$ cat src/rtl/wb_arbiter.sv
`default_nettype none
// ============================================================================
// Module   : wb_arbiter
// Purpose  : Wishbone B4 shared bus. Four masters share access to three slaves.
//            Arbitration is fixed-priority and non-preemptive (m0 highest).
//            The granted master's address is decoded combinationally to one
//            slave. Strobes that hit no slave are answered directly.
// Revision : 1.0 - initial release
// ============================================================================
module wb_arbiter #(
  parameter logic [31:0] S0_BASE = 32'h0000_0000,
  parameter logic [31:0] S0_MASK = 32'hC000_0000,
  parameter logic [31:0] S1_BASE = 32'hF000_0000,
  parameter logic [31:0] S1_MASK = 32'hFF00_0000,
  parameter logic [31:0] S2_BASE = 32'hFF00_0000,
  parameter logic [31:0] S2_MASK = 32'hFF00_0000
) (
  input  logic        wb_clk,
  input  logic        wb_rst,
  output logic        invalid_addr,
  // master 0
  input  logic        m0_cyc_i, m0_stb_i, m0_we_i,
  input  logic [31:2] m0_addr_i,
  input  logic [2:0]  m0_cti_i,
  input  logic [1:0]  m0_bte_i,
  input  logic [3:0]  m0_sel_i,
  input  logic [31:0] m0_data_i,
  output logic [31:0] m0_data_o,
  output logic        m0_ack_o,
  // master 1
  input  logic        m1_cyc_i, m1_stb_i, m1_we_i,
  input  logic [31:2] m1_addr_i,
  input  logic [2:0]  m1_cti_i,
  input  logic [1:0]  m1_bte_i,
  input  logic [3:0]  m1_sel_i,
  input  logic [31:0] m1_data_i,
  output logic [31:0] m1_data_o,
  output logic        m1_ack_o,
  // master 2
  input  logic        m2_cyc_i, m2_stb_i, m2_we_i,
  input  logic [31:2] m2_addr_i,
  input  logic [2:0]  m2_cti_i,
  input  logic [1:0]  m2_bte_i,
  input  logic [3:0]  m2_sel_i,
  input  logic [31:0] m2_data_i,
  output logic [31:0] m2_data_o,
  output logic        m2_ack_o,
  // master 3
  input  logic        m3_cyc_i, m3_stb_i, m3_we_i,
  input  logic [31:2] m3_addr_i,
  input  logic [2:0]  m3_cti_i,
  input  logic [1:0]  m3_bte_i,
  input  logic [3:0]  m3_sel_i,
  input  logic [31:0] m3_data_i,
  output logic [31:0] m3_data_o,
  output logic        m3_ack_o,
  // slave 0
  output logic        s0_cyc_o, s0_stb_o, s0_we_o,
  output logic [31:2] s0_addr_o,
  output logic [2:0]  s0_cti_o,
  output logic [1:0]  s0_bte_o,
  output logic [3:0]  s0_sel_o,
  output logic [31:0] s0_data_o,
  input  logic [31:0] s0_data_i,
  input  logic        s0_ack_i,
  // slave 1
  output logic        s1_cyc_o, s1_stb_o, s1_we_o,
  output logic [31:2] s1_addr_o,
  output logic [2:0]  s1_cti_o,
  output logic [1:0]  s1_bte_o,
  output logic [3:0]  s1_sel_o,
  output logic [31:0] s1_data_o,
  input  logic [31:0] s1_data_i,
  input  logic        s1_ack_i,
  // slave 2
  output logic        s2_cyc_o, s2_stb_o, s2_we_o,
  output logic [31:2] s2_addr_o,
  output logic [2:0]  s2_cti_o,
  output logic [1:0]  s2_bte_o,
  output logic [3:0]  s2_sel_o,
  output logic [31:0] s2_data_o,
  input  logic [31:0] s2_data_i,
  input  logic        s2_ack_i
);

  typedef enum logic [2:0] {
    OWN_M0   = 3'd0,
    OWN_M1   = 3'd1,
    OWN_M2   = 3'd2,
    OWN_M3   = 3'd3,
    OWN_NONE = 3'd4
  } owner_t;

  owner_t      r_owner, w_owner_next;

  logic        w_own_cyc, w_own_stb, w_own_we;
  logic [31:2] w_own_addr;
  logic [2:0]  w_own_cti;
  logic [1:0]  w_own_bte;
  logic [3:0]  w_own_sel;
  logic [31:0] w_own_wdata;

  logic [31:0] w_byte_addr;
  logic        w_hit0, w_hit1, w_hit2;
  logic        w_sel0, w_sel1, w_sel2;
  logic        w_ret_ack;
  logic [31:0] w_ret_data;

  // Grant register; reset drops the grant immediately, even mid-transfer.
  always_ff @(posedge wb_clk or negedge wb_rst) begin
    if (!wb_rst) r_owner <= OWN_NONE;
    else         r_owner <= w_owner_next;
  end

  // Re-arbitrate only when the bus is free or the owner has ended its cycle.
  always_comb begin
    w_owner_next = r_owner;
    if (r_owner == OWN_NONE || !w_own_cyc) begin
      if      (m0_cyc_i) w_owner_next = OWN_M0;
      else if (m1_cyc_i) w_owner_next = OWN_M1;
      else if (m2_cyc_i) w_owner_next = OWN_M2;
      else if (m3_cyc_i) w_owner_next = OWN_M3;
      else               w_owner_next = OWN_NONE;
    end
  end

  // Select the owner's request signals; all zero while nobody owns the bus.
  always_comb begin
    w_own_cyc   = 1'b0;
    w_own_stb   = 1'b0;
    w_own_we    = 1'b0;
    w_own_addr  = '0;
    w_own_cti   = '0;
    w_own_bte   = '0;
    w_own_sel   = '0;
    w_own_wdata = '0;
    case (r_owner)
      OWN_M0: begin
        w_own_cyc = m0_cyc_i; w_own_stb = m0_stb_i; w_own_we = m0_we_i;
        w_own_addr = m0_addr_i; w_own_cti = m0_cti_i; w_own_bte = m0_bte_i;
        w_own_sel = m0_sel_i; w_own_wdata = m0_data_i;
      end
      OWN_M1: begin
        w_own_cyc = m1_cyc_i; w_own_stb = m1_stb_i; w_own_we = m1_we_i;
        w_own_addr = m1_addr_i; w_own_cti = m1_cti_i; w_own_bte = m1_bte_i;
        w_own_sel = m1_sel_i; w_own_wdata = m1_data_i;
      end
      OWN_M2: begin
        w_own_cyc = m2_cyc_i; w_own_stb = m2_stb_i; w_own_we = m2_we_i;
        w_own_addr = m2_addr_i; w_own_cti = m2_cti_i; w_own_bte = m2_bte_i;
        w_own_sel = m2_sel_i; w_own_wdata = m2_data_i;
      end
      OWN_M3: begin
        w_own_cyc = m3_cyc_i; w_own_stb = m3_stb_i; w_own_we = m3_we_i;
        w_own_addr = m3_addr_i; w_own_cti = m3_cti_i; w_own_bte = m3_bte_i;
        w_own_sel = m3_sel_i; w_own_wdata = m3_data_i;
      end
      default: ;
    endcase
  end

  // Address decode; overlapping regions resolve to the lowest slave index.
  assign w_byte_addr = {w_own_addr, 2'b00};
  assign w_hit0 = (w_byte_addr & S0_MASK) == S0_BASE;
  assign w_hit1 = (w_byte_addr & S1_MASK) == S1_BASE;
  assign w_hit2 = (w_byte_addr & S2_MASK) == S2_BASE;
  assign w_sel0 = w_hit0;
  assign w_sel1 = !w_hit0 && w_hit1;
  assign w_sel2 = !w_hit0 && !w_hit1 && w_hit2;

  assign invalid_addr = w_own_cyc && w_own_stb && !(w_hit0 || w_hit1 || w_hit2);

  // Shared request fan-out; only the cyc/stb qualifiers are per slave.
  assign s0_cyc_o = w_own_cyc && w_sel0;
  assign s1_cyc_o = w_own_cyc && w_sel1;
  assign s2_cyc_o = w_own_cyc && w_sel2;
  assign s0_stb_o = w_own_cyc && w_own_stb && w_sel0;
  assign s1_stb_o = w_own_cyc && w_own_stb && w_sel1;
  assign s2_stb_o = w_own_cyc && w_own_stb && w_sel2;

  assign s0_we_o = w_own_we;    assign s1_we_o = w_own_we;    assign s2_we_o = w_own_we;
  assign s0_addr_o = w_own_addr; assign s1_addr_o = w_own_addr; assign s2_addr_o = w_own_addr;
  assign s0_cti_o = w_own_cti;  assign s1_cti_o = w_own_cti;  assign s2_cti_o = w_own_cti;
  assign s0_bte_o = w_own_bte;  assign s1_bte_o = w_own_bte;  assign s2_bte_o = w_own_bte;
  assign s0_sel_o = w_own_sel;  assign s1_sel_o = w_own_sel;  assign s2_sel_o = w_own_sel;
  assign s0_data_o = w_own_wdata; assign s1_data_o = w_own_wdata; assign s2_data_o = w_own_wdata;

  // Response return; an unmapped strobe is acked locally with zero data.
  always_comb begin
    w_ret_ack  = 1'b0;
    w_ret_data = '0;
    if (invalid_addr) begin
      w_ret_ack  = 1'b1;
      w_ret_data = '0;
    end else if (w_sel0) begin
      w_ret_ack  = s0_ack_i;
      w_ret_data = s0_data_i;
    end else if (w_sel1) begin
      w_ret_ack  = s1_ack_i;
      w_ret_data = s1_data_i;
    end else if (w_sel2) begin
      w_ret_ack  = s2_ack_i;
      w_ret_data = s2_data_i;
    end
  end

  assign m0_ack_o  = (r_owner == OWN_M0) && w_ret_ack;
  assign m1_ack_o  = (r_owner == OWN_M1) && w_ret_ack;
  assign m2_ack_o  = (r_owner == OWN_M2) && w_ret_ack;
  assign m3_ack_o  = (r_owner == OWN_M3) && w_ret_ack;
  assign m0_data_o = (r_owner == OWN_M0) ? w_ret_data : 32'h0;
  assign m1_data_o = (r_owner == OWN_M1) ? w_ret_data : 32'h0;
  assign m2_data_o = (r_owner == OWN_M2) ? w_ret_data : 32'h0;
  assign m3_data_o = (r_owner == OWN_M3) ? w_ret_data : 32'h0;

endmodule
`default_nettype wire

$ cat config.mk
export PLATFORM = sky130hd
export DESIGN_NAME = wb_arbiter
export DESIGN_NICKNAME = d
export VERILOG_FILES = /design/src/rtl/wb_arbiter.sv
export SDC_FILE = /design/constraint.sdc
export NUM_CORES = 1
export LEC_CHECK = 0
export ABC_CLOCK_PERIOD_IN_PS = 2290
export CAP_MARGIN = 5
export CORE_AREA = 3 3 289 291
export CTS_CLUSTER_SIZE = 16
export DETAILED_ROUTE_END_ITERATION = 8
export DIE_AREA = 0 0 292 294
export SLEW_MARGIN = 20
export SYNTH_ARGS = -nofsm -noshare
export SYNTH_HDL_FRONTEND = slang
export SYNTH_SLANG_ARGS = --single-unit
$ cat constraint.sdc
create_clock -name wb_clk -period 2.29 [get_ports wb_clk]
set_input_delay 0.229 -clock wb_clk [delete_from_list [all_inputs] [get_ports wb_clk]]
set_output_delay 0.229 -clock wb_clk [all_outputs]
set_load 0.05 [all_outputs]
==> key figures <==
Status
  – Status: finished with violations
  – Failing checks: negative setup slack

GRT
  – Grt total ovfl: 0
  – Largest net degree at the start of global routing: 48
  – First-pass GRT wire length: 76640 um
  – Antenna violations before repair: 17
  – Number of global-route vias before repair: 8225
  – GRT Util Overall: 0.1300

Die
  – Core Rows: 104
  – Starting density of the core: 0.05729
  – I/O pin total: 752
  – Chip Width: 292 um
  – Core area: 80810 um2
  – Die Y-Extent: 294 um
  – Die ar.: 85850 um2

Route
  – DR iter-0 viols: 373
  – Vias per inst: 3.240
  – Wirelength per Cell: 25.80 um
  – Drt pass-1 iters: 5
  – Vias: 7611
  – DRC viols: 0
  – Antenna Nets Post-Route: 0
  – Total Routed Length: 60610 um

Power
  – Part of the power in the clock network: 0.023
  – Switching power: 7.355 mW
  – P per Cell Area: 727.9 nW/um2
  – Seq pwr share: 0.006
  – Comb pwr share: 0.971
  – Pleak: 6.422 nW
  – Internal Pwr Total: 5.288 mW
  – Total power: 12.64 mW
  – Worst vdd ir: 0.5563 mV
  – Sw frac: 0.5817

STA
  – Max frequency: 299.1 MHz
  – Worst Hold Slack: 0.2350 ns
  – Final worst-path cycle share: 1.460
  – Max Slew Vio Count: 0
  – Worst-Margin Slew: 0.5355 ns
  – Final Hold Violating Endpoints: 0
  – Relative slew margins: 0.6430
  – Crit path time final: 3.343 ns
  – Final worst slack: -1.053 ns
  – RSZ-0062 raised after global routing: yes
  – Final setup vio count: 343
  – Layout Skew: 0.003229 ns

Critical path
  – CP most frequent cell: buf_12
  – Critical Path Source Type: flop
  – Worst reg2reg path startpoint: r_owner[1]$_DFFE_PN0P_
  – Critical setup path kind: flop to output pin
  – R2R setup slack: 0.09 ns
  – Worst endpoint required time: 2.06 ns
  – Worst setup EP type: output pin
  – Arrival @ worst endpoint: 3.11 ns
  – Worst R2R Path Depth: 9
  – CP Cell Sequence: buf_12, mux2i_2, buf_6, o22ai_4, or4_4, buf_6, a21oi_4, buf_12, o21bai_4, buf_12, buf_16, nor2_4, buf_12
  – Critical Path Max Stage Delay: 0.52 ns
  – Worst r2r dst: r_owner[0]$_DFFE_PN0P_
  – Slowest cell on the critical path: or4_4
  – Crit-path max FO: 6

Clocking
  – Post-CTS Hold Fix Bufs: 0
  – Clock Path Buffers: 2
  – CTS tree: done
  – Clock transition at path regs: 0.03 ns
  – Root buffer cell: clkbuf_16
  – Later-pin clock latency in the skew report: 0.23 ns
  – Sink Count: 3
  – Htree depth: 1
  – CTS buffer count: 3

Flow run
  – Max cap viols: 0

Synth
  – Yosys Warn Count: 0
  – FFs w/ async S/R, synth: 1.000
  – Register area share after synthesis: 0.01649
  – Cells after synthesis: 552
  – Syn_nets: 949
  – Yosys cell types: 37
  – Top-count cell post-synth: buf_4
  – Top FF cell, synth: dfrtp_1
  – Post-synth top area share: 0.3211
  – Ranking of synthesized cells by area: mux4_2 (32%), buf_4 (23%), nor2_1 (11%)
  – Post-synth top area cell: mux4_2
  – EDFF count, synth: 0
  – Post-synth top cells: buf_4 (144), nor2_1 (133), mux4_2 (66), nor2b_1 (66), a222oi_1 (33)
  – Flops & latches, synth: 3
  – Avg Inst Size Synth: 8.387 um2
  – Mapped cell area: 4629 um2

Place
  – HPWL Detailed: 50090 um
  – Setup slack after placement: -1.371 ns
  – Routability congestion estimate from global placement: 0.7504
  – Port bufs: 751

Layout
  – Final #Nets: 1678
  – Max FFs per register: 3
  – Layout cells sized above 1: 0.6484
  – # fillers: 8674
  – Register area: 87.58 um2
  – Multi-input logic area: 4986 um2
  – Layout area overhead: 275.2%
  – Registers with the most flip-flops: r_owner: 3 flops
  – Top reg by flops: r_owner

Worst hold path
  – Worst Hold Class: primary input to async pin
-- placed cells by master, fill, tap and decap left out, types with 2 or more instances in the layout --
cell type / n
mux2i_1: 4
clkbuf_16: 10
o21ai_4: 2
buf_8: 10
nor2b_2: 2
buf_4: 242
o21bai_4: 2
mux2_2: 3
buf_12: 191
a222oi_1: 33
nand2_1: 4
bufbuf_16: 2
a21oi_4: 3
a21boi_4: 2
clkdlybuf4s50_1: 396
mux4_2: 66
diode_2: 9
nor3_2: 3
nor3_4: 3
buf_6: 57
buf_16: 8
nor2_1: 5
o22ai_4: 6
dfrtp_4: 2
mux2i_2: 4
mux2i_4: 6
nor2b_4: 64
nor2_4: 133
or2_4: 2
-- worst max-delay path: cells and delay by family, from the launching register on --
kind,cells,cell delay [ns]
buf+inv,7,1.10
simple gates,2,0.62
mux,1,0.21
compound gates,3,0.40
flops,1,0.49
-- final cells by class --
type / instances / share of cell area
multi-input combinational: 358 / 0.2871
tap: 1060 / 0.07636
inverter: 2 / 0.0006483
clock buffer: 4 / 0.004538
timing repair buffer: 913 / 0.6251
antenna: 9 / 0.001297
sequential: 3 / 0.005042
-- worst max-delay path by stage --
| stage | cells after the start | slack, ns | endpoint | startpoint |
|---|---|---|---|---|
| global route | 13 | -1.11 | m1_data_o[24] | r_owner[0]$_DFFE_PN0P_ |
| CTS | 15 | -1.05 | m0_data_o[0] | r_owner[0]$_DFFE_PN0P_ |
| global placement | 9 | -1.31 | m3_data_o[31] | m3_addr_i[26] |
| detailed placement | 9 | -1.37 | m1_data_o[4] | m3_addr_i[26] |
| floorplan | 7 | -0.91 | s1_stb_o | r_owner[1]$_DFFE_PN0P_ |
| finish | 13 | -1.05 | m1_data_o[24] | r_owner[0]$_DFFE_PN0P_ |
-- power groups by stage --
stage	Combinational (mW)	Clock [mW]	Sequential, mW
2_1_floorplan	7.22	0	0.0670
3_3_place_gp	11.0	0	0.0732
3_5_place_dp	11.0	0	0.0737
4_1_cts	12.0	0.286	0.0738
5_1_grt	12.7	0.293	0.0770
6_report	12.3	0.286	0.0756
-- what timing repair did --
item                                    CTS  global route
resized for setup                       118           121
cloned                                   17             7
buffers inserted                         34            25
pin swaps                                34            61
endpoints found under the setup margin  338           341
-- logic make-up after synthesis --
family / share of synthesized area
compound gates: 0.1022
buf+inv: 0.2927
flops: 0.01649
mux: 0.3586
simple gates: 0.2300
-- metal layers --
layer | global-route usage | part of all wire
met1 | 0.1563 | 0.40
met2 | 0.2215 | 0.49
met3 | 0.04823 | 0.097
met4 | 0.02729 | 0.015
met5 | 0 | 0
-- metrics by stage --
step	utilization	setup TNS (ns)	cells	area, um2
after detailed placement	0.1895	-190.71	2268	15310
after global placement	0.1895	-179.14	2268	15310
after global routing	0.2148	-193.78	2345	17360
after floorplan	-	-103.60	552	5991
after CTS	0.2071	-173.65	2323	16740
final	0.2149	-174.26	2349	17370
Note: power is estimated with default switching activity, not from simulation.
